===== src/rtl/tmds_period_scheduler.sv =====
// tmds_period_scheduler: delays the pixel stream by ten stages and places the HDMI preamble and
// guard band ahead of each DE rise, so the words handed to the serializers carry the right periods.
module tmds_period_scheduler #(
  parameter logic [9:0] CTL_00 = 10'b1101010100,
  parameter logic [9:0] CTL_01 = 10'b0010101011,
  parameter logic [9:0] CTL_10 = 10'b0101010100,
  parameter logic [9:0] CTL_11 = 10'b1010101011
) (
  input  logic       pixel_clk,
  input  logic       rst_n,
  input  logic       hdmi_mode,
  input  logic       de_in,
  input  logic       hsync_in,
  input  logic       vsync_in,
  input  logic [9:0] enc_word_0,
  input  logic [9:0] enc_word_1,
  input  logic [9:0] enc_word_2,
  output logic [9:0] tmds_word_0,
  output logic [9:0] tmds_word_1,
  output logic [9:0] tmds_word_2,
  output logic       de_out,
  output logic [1:0] period,
  output logic       short_blank_err
);
  localparam logic [9:0] GB_A = 10'b1011001100;
  localparam logic [9:0] GB_B = 10'b0100110011;
  typedef struct packed {
    logic       de;
    logic       hs;
    logic       vs;
    logic [9:0] w0;
    logic [9:0] w1;
    logic [9:0] w2;
  } stage_t;
  typedef enum logic [1:0] {CTRL = 2'd0, PREAMBLE = 2'd1, GUARD = 2'd2, VIDEO = 2'd3} state_t;
  stage_t     pipe_q [10];
  stage_t     tap;
  state_t     state_q, state_d;
  logic [2:0] cnt_q, cnt_d;
  logic       rise, err_d, err_q, de_q;
  logic [1:0] period_d, period_q;
  logic [9:0] w0_d, w1_d, w2_d, w0_q, w1_q, w2_q, ctl_tap;
  assign tap = pipe_q[9];
  assign rise = de_in & ~pipe_q[0].de;
  assign ctl_tap = {tap.vs, tap.hs} == 2'b00 ? CTL_00 :
                   {tap.vs, tap.hs} == 2'b01 ? CTL_01 :
                   {tap.vs, tap.hs} == 2'b10 ? CTL_10 : CTL_11;
  always_comb begin
    state_d = state_q;
    cnt_d = cnt_q + 3'd1;
    case (state_q)
      CTRL: begin
        cnt_d = 3'd0;
        if (rise && hdmi_mode) state_d = PREAMBLE;
        else if (tap.de) state_d = VIDEO;
      end
      PREAMBLE: if (cnt_q == 3'd7) begin
        state_d = GUARD;
        cnt_d = 3'd0;
      end
      GUARD: if (cnt_q == 3'd1) begin
        state_d = VIDEO;
        cnt_d = 3'd0;
      end
      default: begin
        cnt_d = 3'd0;
        if (!tap.de) state_d = CTRL;
      end
    endcase
    err_d = err_q | (rise & hdmi_mode & (state_q != CTRL));
    // outputs follow the state being entered so the preamble lands on t+1 after a rise at t
    period_d = tap.de ? 2'd3 : (state_d == VIDEO ? 2'd0 : 2'(state_d));
    w0_d = period_d == 2'd3 ? tap.w0 : period_d == 2'd2 ? GB_A : ctl_tap;
    w1_d = period_d == 2'd3 ? tap.w1 : period_d == 2'd2 ? GB_B : period_d == 2'd1 ? CTL_01 : CTL_00;
    w2_d = period_d == 2'd3 ? tap.w2 : period_d == 2'd2 ? GB_A : CTL_00;
  end
  always_ff @(posedge pixel_clk or negedge rst_n) begin
    if (!rst_n) begin
      for (int i = 0; i < 10; i++) pipe_q[i] <= '0;
      state_q <= CTRL;
      cnt_q <= 3'd0;
      err_q <= 1'b0;
      de_q <= 1'b0;
      period_q <= 2'd0;
      w0_q <= CTL_00;
      w1_q <= CTL_00;
      w2_q <= CTL_00;
    end else begin
      pipe_q[0] <= '{de: de_in, hs: hsync_in, vs: vsync_in, w0: enc_word_0, w1: enc_word_1, w2: enc_word_2};
      for (int i = 1; i < 10; i++) pipe_q[i] <= pipe_q[i-1];
      state_q <= state_d;
      cnt_q <= cnt_d;
      err_q <= err_d;
      de_q <= tap.de;
      period_q <= period_d;
      w0_q <= w0_d;
      w1_q <= w1_d;
      w2_q <= w2_d;
    end
  end
  assign tmds_word_0 = w0_q;
  assign tmds_word_1 = w1_q;
  assign tmds_word_2 = w2_q;
  assign de_out = de_q;
  assign period = period_q;
  assign short_blank_err = err_q;
endmodule


===== config.mk =====
export PLATFORM = sky130hd
export DESIGN_NAME = tmds_period_scheduler
export DESIGN_NICKNAME = d
export VERILOG_FILES = /design/src/rtl/tmds_period_scheduler.sv
export SDC_FILE = /design/constraint.sdc
export NUM_CORES = 1
export LEC_CHECK = 0
export ABC_AREA = 1
export ABC_CLOCK_PERIOD_IN_PS = 2000
export CAP_MARGIN = 10
export CORE_AREA = 5 5 178 180
export CTS_CLUSTER_DIAMETER = 30
export DETAILED_ROUTE_END_ITERATION = 6
export DIE_AREA = 0 0 183 185
export GPL_ROUTABILITY_DRIVEN = 0
export GPL_TIMING_DRIVEN = 0
export PLACE_DENSITY = 0.61
export SLEW_MARGIN = 10
export SYNTH_ARGS = -nofsm -noshare
export SYNTH_HDL_FRONTEND = slang
export SYNTH_SLANG_ARGS = --single-unit

===== constraint.sdc =====
create_clock -name pixel_clk -period 2 [get_ports pixel_clk]
set_input_delay 0.4 -clock pixel_clk [delete_from_list [all_inputs] [get_ports pixel_clk]]
set_output_delay 0.4 -clock pixel_clk [all_outputs]
set_load 0.01 [all_outputs]

==> impl_metrics.json <==
{
  "slew_violations": 0,
  "syn_to_final_growth_pct": 40.2,
  "cts-root-buf": "clkbuf_16",
  "irDropWorstVdd_uv": 604,
  "grt_max_degree": 114,
  "p_leak_uw": 0.00647,
  "relSlewSlack_pct": 65.0,
  "drt_wl_total_mm": 13.0,
  "path_max_fanout": 8,
  "drive_above_1_share_pct": 29.7,
  "boundaryPins": 70,
  "yosysTopAreaCellShare_pct": 88.6,
  "first_pass_iters": 4,
  "worst_slew_pin_slew_ns": 0.525,
  "core_area_mm2": 0.0300,
  "fmax_mhz": 488,
  "tns_ns": -0.260,
  "cp-start-kind": "flop",
  "grt_pass1_vias": 4503,
  "fin_ws_ns": -0.0511,
  "netlist_area_mm2": 0.0100,
  "antenna_left": 0,
  "drt_iter0_markers": 211,
  "setup_viol_count_final": 13,
  "holdCritPathClass": "input port to flop",
  "dp_slack_ns": -0.454,
  "antenna_found_initial": 0,
  "grt_pass1_wl_mm": 22.1,
  "ys.warnings.count": 0,
  "vias": 4101,
  "syn-num-nets": 558,
  "placed_cells_incl_taps": 978,
  "fin_crit_ns": 2.05,
  "dieHeight_um": 185,
  "initial_core_util_pct": 33.3,
  "synth_area_leaders": "dfrtp_1 (89%), dfstp_2 (3.9%), nand2_1 (2.1%), ha_1 (1.5%), inv_1 (0.94%)",
  "dieArea_mm2": 0.0339,
  "hold_viol_final": 0,
  "synth_top_area_cell": "dfrtp_1",
  "failed_checks": "setup timing",
  "nets": 724,
  "end_kind": "flop",
  "insertedDiodeCount": 0,
  "grt.total_usage_pct": 8.10,
  "vias_per_cell": 3.65,
  "syn-mean-instance-area_um2": 19.6,
  "required_ns": 2.39,
  "synthCells": 510,
  "final_common_cell": "dfrtp_1",
  "clk_latency_ns": 0.53,
  "p_clk_share_pct": 48.8,
  "grt-ovfl-total": 0,
  "maxCapViolations": 0,
  "switching_share_pct": 24.1,
  "final.fill_count": 2518,
  "port_buffers": 69,
  "ys_seq_area_share_pct": 92.5,
  "p_int_uw": 16900,
  "utilization_pct": 46.7,
  "h-tree-depth": 3,
  "yosysUniqueCellTypes": 24,
  "power_density_mw_per_mm2": 1590,
  "path_class": "flop to flop",
  "grt_setup_unrepaired": "yes",
  "clk_pin_slew_ns": 0.05,
  "clock_path_buffers": 3,
  "pwr-share-comb_pct": 13.5,
  "seq_power_share_pct": 37.7,
  "status": "finished, violations left",
  "final_cell_mix": "dfrtp_1 (354), clkbuf_16 (70), clkdlybuf4s50_1 (56)",
  "p_sw_uw": 5370,
  "critPathArrivalTime_ns": 2.44,
  "cts_tree": "yes",
  "rows": 64,
  "drc_errors": 0,
  "hpwl_mm": 6.68,
  "numCtsBuffers": 67,
  "finalCritPeriodShare_pct": 103,
  "wl_per_cell_um": 11.6,
  "fin_skew_ns": 0.0247,
  "die_x_um": 183,
  "cts.sinks": 369,
  "ys_seq_elements": 369,
  "fin_cells": 1124
}
## worst paths after layout
kind / slack [ns] / from / cells past startpoint / end
worst max-delay path: -0.05 / cnt_q[0] / 16 / tmds_word_2[3]
worst min-delay path: 0.31 / enc_word_1[3] / 1 / pipe_q[310]
worst max register to register: -0.05 / cnt_q[0] / 16 / tmds_word_2[3]
worst min register to register: 0.32 / pipe_q[79] / 0 / pipe_q[46]
max in group asynchronous: 0.32 / rst_n / 4 / tmds_word_2[6]
min in group asynchronous: 0.44 / rst_n / 2 / tmds_word_0[1]
## what timing repair did
item                                   CTS  global route
gates cloned                             0             1
gates resized for setup                 38            28
endpoints found under the hold margin   54             0
setup endpoints to repair               22           134
buffers inserted                        17             6
pin swaps                               12            14
hold buffers                             1             0
## cells in the mapped netlist
library cell and n:
a21oi_1 5, a21oi_2 1, a21oi_4 1, buf_4 1, buf_6 1, clkbuf_1 2, dfrtp_1 354, dfstp_2 15
ha_1 12, inv_1 25, inv_2 2, nand2_1 56, nand2_2 3, nand2_4 1, nand3_1 8, nand3_2 3
nand4_1 1, nor2_1 7, nor2_2 2, nor3_1 1, o21ai_0 2, o21ai_2 1, o21bai_1 1, or2_2 5
## stage by stage
stage,power [uW],hold slack (ns),cell area (um2)
floorplan,9590,0.104,10000
global placement,10600,0.331,11200
detailed placement,10700,0.335,11300
CTS,22300,0.274,13900
global route,23300,0.276,14000
finish,22200,0.309,14000
## state kept, by name, summed over array words and instances, names as in the netlist
register         count
tmds_word_2         10
short_blank_err      1
state_q              2
tmds_word_0         10
period               2
tmds_word_1         10
pipe_q             330
cnt_q                3
de_out               1
## routing by layer
| layer | wire [um] | global-route usage, % | vias up |
|---|---|---|---|
| met3 | 913 | 3.42 | 33 |
| li1 | - | - | 1935 |
| met5 | 0 | 0 | - |
| met2 | 5900 | 11.2 | 119 |
| met4 | 374 | 4.62 | 0 |
| met1 | 5850 | 10.8 | 2014 |
## kinds of logic after synthesis
group | after synthesis | synth area share [%]
AO/OA/AOI/OAI | 11 | 0.763
flip-flops | 369 | 92.5
adder cells (fa/ha/maj) | 12 | 1.50
AND/OR/NAND/NOR | 87 | 3.92
buffers and inverters | 31 | 1.28
## worst max-delay path: stages, from the launching register on
cell       delay (ns)
dfrtp_1          0.38
ha_2             0.21
ha_4             0.16
inv_4            0.07
nand3_2          0.07
nand2_2          0.07
inv_2            0.04
nand3_4          0.06
nand2_4          0.08
nor2_4           0.12
inv_2            0.05
nand2_4          0.07
ha_4             0.14
clkbuf_16        0.16
inv_8            0.05
nand4_1          0.08
nand2_1          0.10
## power by group through the flow
| stage | sequential, uW | combinational [uW] | clock, uW |
|---|---|---|---|
| floorplan | 8610 | 980 | 0 |
| global placement | 8530 | 2100 | 0 |
| detailed placement | 8520 | 2170 | 0 |
| CTS | 8390 | 2720 | 11200 |
| global route | 8450 | 3250 | 11600 |
| finish | 8380 | 3000 | 10900 |
## area by class of cell
cell class / instances / area, um2 / share of cell area, %
clock inverter: 35 / 379 / 2.70
tap: 396 / 495 / 3.54
sequential: 369 / 9250 / 66.0
timing repair buffer: 97 / 1000 / 7.17
inverter: 27 / 111 / 0.795
multi-input combinational: 110 / 825 / 5.88
clock buffer: 86 / 1900 / 13.6
buffer: 4 / 48.8 / 0.348
Note: power is estimated with default switching activity, not from simulation.
